File: src/rtl/keypad_pkg.sv
// keypad_pkg: shared FSM encoding and buffer geometry for the keypad entry logic
package keypad_pkg;
  typedef enum logic [1:0] {IDLE, DB_PRESS, PRESSED, DB_RELEASE} state_t;
  localparam int NUM_DIGITS = 4;
  localparam int DIGIT_W = 4;
  localparam int CNT_W = 3;
  localparam int BUF_W = NUM_DIGITS * DIGIT_W;
endpackage

File: src/rtl/key_debounce.sv
// key_debounce: pulses stable once level has matched expected for DB_CYCLES consecutive cycles
module key_debounce #(
  parameter int DB_CYCLES = 20000,
  parameter int DB_W = 15
) (
  input  logic clock,
  input  logic reset,
  input  logic clr,
  input  logic level,
  input  logic expected,
  output logic stable
);
  logic [DB_W-1:0] cnt_q, cnt_d;
  logic match, at_max;
  assign match = level == expected;
  assign at_max = cnt_q == DB_W'(DB_CYCLES - 1);
  assign stable = match && at_max;
  // Saturate rather than wrap so a long hold can never re-trigger
  always_comb cnt_d = (clr || !match) ? '0 : at_max ? cnt_q : cnt_q + DB_W'(1);
  always_ff @(posedge clock) begin
    if (reset) cnt_q <= '0;
    else cnt_q <= cnt_d;
  end
endmodule

File: src/rtl/key_entry_buffer.sv
// key_entry_buffer: debounced keypad capture into a 4-digit shift buffer with strobe
module key_entry_buffer
  import keypad_pkg::*;
#(
  parameter int DB_CYCLES = 20000,
  parameter int DB_W = 15
) (
  input  logic               clock,
  input  logic               reset,
  input  logic               key_p,
  input  logic [DIGIT_W-1:0] hex_in,
  input  logic               clear,
  output logic [BUF_W-1:0]   digits,
  output logic [CNT_W-1:0]   digit_count,
  output logic               full,
  output logic               key_strobe,
  output logic [DIGIT_W-1:0] last_key
);
  state_t state_q, state_d;
  logic [BUF_W-1:0] digits_q, digits_d;
  logic [CNT_W-1:0] count_q, count_d;
  logic [DIGIT_W-1:0] last_q, last_d;
  logic strobe_q, strobe_d;
  logic stable, accept, db_clr, db_exp;
  // Counter idles at zero outside the two debounce states
  assign db_clr = state_q == IDLE || state_q == PRESSED;
  assign db_exp = state_q == DB_PRESS;
  key_debounce #(.DB_CYCLES(DB_CYCLES), .DB_W(DB_W)) u_db (
    .clock   (clock),
    .reset   (reset),
    .clr     (db_clr),
    .level   (key_p),
    .expected(db_exp),
    .stable  (stable)
  );
  always_comb begin
    state_d = state_q;
    accept = 1'b0;
    case (state_q)
      IDLE:       state_d = key_p ? DB_PRESS : IDLE;
      DB_PRESS: begin
        state_d = !key_p ? IDLE : stable ? PRESSED : DB_PRESS;
        accept = key_p && stable;
      end
      PRESSED:    state_d = key_p ? PRESSED : DB_RELEASE;
      DB_RELEASE: state_d = key_p ? PRESSED : stable ? IDLE : DB_RELEASE;
      default:    state_d = IDLE;
    endcase
  end
  // clear overrides a same-cycle acceptance; the FSM still advances
  always_comb begin
    digits_d = clear ? '0 : accept ? {digits_q[BUF_W-DIGIT_W-1:0], hex_in} : digits_q;
    count_d = clear ? '0 : (accept && count_q != CNT_W'(NUM_DIGITS)) ? count_q + CNT_W'(1) : count_q;
    last_d = (accept && !clear) ? hex_in : last_q;
    strobe_d = accept && !clear;
  end
  always_ff @(posedge clock) begin
    if (reset) begin
      state_q <= IDLE;
      digits_q <= '0;
      count_q <= '0;
      last_q <= '0;
      strobe_q <= 1'b0;
    end else begin
      state_q <= state_d;
      digits_q <= digits_d;
      count_q <= count_d;
      last_q <= last_d;
      strobe_q <= strobe_d;
    end
  end
  assign digits = digits_q;
  assign digit_count = count_q;
  assign full = count_q == CNT_W'(NUM_DIGITS);
  assign key_strobe = strobe_q;
  assign last_key = last_q;
endmodule

File: config.mk
export PLATFORM = sky130hd
export DESIGN_NAME = key_entry_buffer
export DESIGN_NICKNAME = d
export VERILOG_FILES = /design/src/rtl/keypad_pkg.sv /design/src/rtl/key_debounce.sv /design/src/rtl/key_entry_buffer.sv
export SDC_FILE = /design/constraint.sdc
export NUM_CORES = 1
export LEC_CHECK = 0
export ABC_AREA = 1
export CAP_MARGIN = 5
export CORE_MARGIN = 2
export CORE_UTILIZATION = 51
export CTS_CLUSTER_DIAMETER = 50
export DETAILED_ROUTE_END_ITERATION = 8
export PLACE_DENSITY = 0.87
export SYNTH_ARGS = -nofsm -noshare
export SYNTH_HDL_FRONTEND = slang
export SYNTH_SLANG_ARGS = --single-unit
File: constraint.sdc
create_clock -name clock -period 2 [get_ports clock]
set_clock_uncertainty 0.15 [all_clocks]
set_input_delay 0.4 -clock clock [delete_from_list [all_inputs] [get_ports clock]]
set_output_delay 0.4 -clock clock [all_outputs]
set_load 0.02 [all_outputs]
## After elaboration in Yosys (flattened, before gate mapping)

Cells that the tools add are included.

| word-level totals | value |
|---|---|
| input port bits | 8 |
| word-level logic and storage cells | 34 |
| bits in registers | 41 |
| output and inout bits | 25 |

| cells by class | value |
|---|---|
| eq/ne operators | 7 |
| add/subtract/negate cells | 2 |
| multiplexer cells | 8 |
| reduce and logical (&&, ||, !) cells | 11 |

Operator list:

| kind | number |
|---|---|
| 15-bit by 1-bit adder with 15-bit output, second input constant | 1 |
| 15-bit equality test, second input constant | 1 |
| 2-bit 2-to-1 mux | 4 |
| 2-bit one-hot mux with 4 select lines | 1 |
| 2-bit equality test, second input constant | 2 |
| 1-bit logical AND | 4 |
| 2-bit OR reduction | 2 |
| 3-bit by 1-bit adder with 3-bit output, second input constant | 1 |
| 3-bit equality test, second input constant | 1 |
| 1-bit 2-to-1 mux | 3 |
| 3-bit inequality test, second input constant | 1 |
| 2-bit by 1-bit equality test with 1-bit output, second input constant | 1 |
| 1-bit logical NOT | 2 |
| 2-bit logical NOT | 1 |
| 1-bit logical OR | 2 |
| 1-bit equality test | 1 |

## Logic depth before layout (Yosys ltp)

| logic depth | value |
|---|---|
| depth in word-level cells | 6 |
| mapped depth | 9 |
| gate-level depth less buffers | 9 |

## Hierarchy

From an unflattened synthesis, not the netlist that was laid out.

| second synthesis, totals | value |
|---|---|
| cells, all modules | 262 |
| area, all modules | 1,860.5 um^2 |

By module, submodules not included:

| module | area each (um^2) | cells each | times used | seq. area each (um^2) |
|---|---|---|---|---|
| key_entry_buffer | 1,004.7 | 129 | 1 | 520.5 |
| key_debounce | 855.8 | 133 | 1 | 300.3 |

## Least setup slack after synthesis

OpenSTA, ideal clock, no wires.

| timing | value |
|---|---|
| kind | register to register |
| start | register u_db.cnt_q[0] |
| end | register count_q[0] (netlist: digit_count[0]) |
| data required time | 1.732 ns |
| period minus slack after synthesis | 1.573 ns |
| setup slack | 0.427 ns |
| setup time | 0.118 ns |
| stages on the path, launching flop included | 8 |
| arrival | 1.305 ns |
| path buffers | 1 |
| path through | dfxtp_1 ha_1 nand3_2 nor2_2 nand3_4 buf_6 nor3_1 nor2_1 |

| on the way | value |
|---|---|
| word-level cells in the longest chain between the ends | 5 |

Ends and longest elaborated chain:

| element | RTL line | text |
|---|---|---|
| start, declared | key_debounce.sv:13 | `logic [DB_W-1:0] cnt_q, cnt_d;` |
| start signal, assigned | key_debounce.sv:22 | `else cnt_q <= cnt_d;` |
| 15-bit equality test | key_debounce.sv:16 | `assign at_max = cnt_q == DB_W'(DB_CYCLES - 1);` |
| 1-bit logical AND | key_debounce.sv:17 | `assign stable = match && at_max;` |
| 1-bit logical AND | key_entry_buffer.sv:43 | `accept = key_p && stable;` |
| 1-bit 2-to-1 mux | key_entry_buffer.sv:39 | `case (state_q)` |
| 1-bit logical AND | key_entry_buffer.sv:53 | `count_d = clear ? '0 : (accept && count_q != CNT_W'(NUM_DIGITS)) ? count_q + CNT_W'(1) : count_q;` |
| end signal, assigned | key_entry_buffer.sv:67 | `count_q <= count_d;` |
| end, declared | key_entry_buffer.sv:21 | `logic [CNT_W-1:0] count_q, count_d;` |

Every way passes these cells.
A chain may end at the register's enable or synchronous reset.

## Worst setup path in the final report

| timing | value |
|---|---|
| start | register count_q[1] (netlist: digit_count[1]) |
| end | output digit_count[1] |

RTL lines:

| element | RTL line | text |
|---|---|---|
| end, declared | key_entry_buffer.sv:14 | `output logic [CNT_W-1:0] digit_count,` |

No word-level cell between the ends.

==> reports/qor.yml <==
sta:
  rsz0062_at_grt: "no"
  hold_viol: 0
  setup_viol_count_final: 0
  slew_viol_final: 0
  fmax_ghz: 0.522
  fin_crit_sh_pct: 95.8
  setup_ws_ns: 0.0843
  worst_slew_pin_slew_ns: 0.404
  relSlewSlack_pct: 72.9
  min_period_ns: 1.92
finish:
  final_cell_mix: "nor2_1, dfxtp_1, clkdlybuf4s50_1, inv_1, nand2_1"
  nNetsFinal: 282
  utilization_pct: 68.0
  area_growth_pct: 29.7
  antenna_cells: 0
  drive_above_1_share_pct: 11.4
  final_common_cell: "nor2_1"
clock_tree:
  cts_root_buf: "clkbuf_4"
  postCtsSetupBuffers: 0
  htreeDepth: 2
  clk_latency_ns: 0.37
  clkSlewWorstSetupHoldPaths_ns: 0.11
  cts_buffer_depth: 2
  cts-buffers-inserted: 5
  clkSinkCount: 41
  cts_tree: "done"
  postCtsHoldBufs: 0
  cts.repair.resized: 3
setup_path:
  slowest_delay_ns: 0.62
  regToRegStartpoint: "u_db.cnt_q[1]"
  critical_path.top_delay_family: "buffers and inverters"
  reg2reg_to: "digits[1]"
  critPathKind: "reg -> out"
  cp.required_ns: 1.45
  cp_max_fo: 4
  endpoint_kind: "output port"
  crit_chain: "clkdlybuf4s50_1"
  cp.buffers_inverters: 1
  crit_path_start_kind: "register"
  r2r_slack_ns: 0.19
  cp.arrival_ns: 1.37
  critical-path-slowest-cell: "clkdlybuf4s50_1"
  rr_worst_depth: 6
power:
  p_clk_share_pct: 43.3
  p_sw_share_pct: 19.3
  p_seq_share_pct: 53.9
  vdd_drop_max_mv: 0.353
  p_int_mw: 1.23
  pwr-share-comb_pct: 2.9
  powerDensity_mw_per_mm2: 675
  p_switching_mw: 0.293
  p_leak_nw: 0.880
global_routing:
  grt.overflow.total: 0
  grt_antenna_before_repair: 0
  track_usage_pct: 20.4
  grt_pass1_vias: 1447
  grt_pass1_wl_mm: 6.27
  grt_max_degree: 17
route:
  routedWlPerCell_um: 11.5
  via_per_inst: 4.99
  wl_mm: 3.66
  dr.pass1.iters: 4
  dr.first_iter.drc_count: 91
  route.vias.total: 1588
  drc: 0
  drtAntennaViolNets: 0
floorplan:
  core_area_sq_mm: 0.00331
  initial_core_util_pct: 52.4
  rows: 21
  dieArea_sq_mm: 0.00389
  dieWidth_um: 62.3
  die_h_um: 62.3
  pin_count: 33
logic_synthesis:
  ys_seq_elements: 41
  syn_nets: 238
  syn_area_per_cell_sq_um: 7.64
  yosysTopAreaCellShare_pct: 47.3
  netlist_area_sq_mm: 0.00174
  ys_types: 26
  ys_warn_count: 0
  synth-seq-area-share_pct: 47.3
  post-synth-top-area-cell: "dfxtp_1"
  synthTopCellsByArea: "dfxtp_1, nor2_1, o21ai_0"
  postSynthCellCount: 227
place:
  place_congestion: 0.894
  io_buffers: 32
  dp_slack_ns: -0.0370
  place_hpwl_mm: 2.72
min_path:
  holdPathEnd: "u_db.cnt_q[14]"
  hp-start: "u_db.cnt_q[14]"
  hp-class: "reg -> reg"
  holdPathStages: 2
flow_run:
  max-cap-violations: 0
status:
  status: "finished, final reports clean"
cells by family (layout without fill, tap and decap cells):
kind of cell    Yosys count  after routing  share of synthesized area [%]
simple gates            102            102                           26.7
compound gates           47             47                           14.6
fa+ha+maj                 3              3                           2.16
xor+xnor                  3              3                           1.51
buf+inv                  31             76                           7.71
flops                    41             41                           47.3
layer usage:
metal	global-route usage (%)	part of all wire [%]	vias to the layer above	routed length, um
li1	-	-	832	-
met1	24.8	47	706	1700
met2	34.8	47	42	1740
met3	3.80	3.9	8	143
met4	10.0	2.1	0	77
met5	0	0	-	0
power groups by stage:
stage / Sequential (mW) / Combinational, mW / Clock (mW)
after floorplan: 0.837 / 0.0151 / 0
after global placement: 0.837 / 0.0422 / 0
after detailed placement: 0.837 / 0.0426 / 0
after CTS: 0.819 / 0.0431 / 0.677
after global routing: 0.820 / 0.0481 / 0.713
final: 0.819 / 0.0435 / 0.658
layout make-up:
type	instances	area (sq um)
tap	46	57.6
clock inverter	3	65.1
fill	293	1060
inverter	27	103
clock buffer	5	37.5
timing repair buffer	41	385
sequential	41	822
multi-input combinational	155	781
worst max path at each step:
stage,from,slack [ns],cells after the start,endpoint
6_report,digit_count[1],0.08,1,digit_count[1]
5_1_grt,digits[5],0.0006,1,digits[5]
2_1_floorplan,u_db.cnt_q[0],0.43,7,digit_count[0]
3_3_place_gp,key_p,0.01,8,last_key[2]
3_5_place_dp,key_p,-0.04,7,digits[1]
4_1_cts,digit_count[0],0.02,5,full
metrics by stage:
stage | instances | hold WS, ns | setup TNS [ns] | cell area, sq um | power (mW)
floorplan | 227 | 0.290 | 0 | 1740 | 0.852
global placement | 310 | 0.300 | 0 | 2150 | 0.880
detailed placement | 310 | 0.308 | -0.0370 | 2150 | 0.880
CTS | 318 | 0.325 | 0 | 2250 | 1.54
global route | 318 | 0.339 | 0 | 2250 | 1.58
finish | 318 | 0.321 | 0 | 2250 | 1.52
synth_stat cells:
| cell | instances |
|---|---|
| buf_2 | 1 |
| nand3_4 | 1 |
| buf_6 | 2 |
| nand2_2 | 1 |
| inv_2 | 2 |
| xnor2_1 | 2 |
| nor3_1 | 15 |
| a211oi_1 | 3 |
| inv_1 | 24 |
| nand4_1 | 4 |
| dfxtp_1 | 41 |
| nand3_2 | 1 |
| nand2_1 | 23 |
| ha_1 | 3 |
| nor2_1 | 44 |
| nor2_2 | 4 |
| o21ai_1 | 7 |
| a21oi_1 | 14 |
| a211oi_2 | 1 |
| nand3_1 | 8 |
| xor2_1 | 1 |
| a31oi_1 | 3 |
| clkinv_2 | 1 |
| o21ai_0 | 19 |
| nor3b_2 | 1 |
| buf_1 | 1 |
state kept, by name (all words and copies together), names as in the netlist:
name	flops
digit_count	3
last_key	4
state_q	2
digits	16
key_strobe	1
u_db.cnt_q	15
Note: power is estimated with default switching activity, not from simulation.
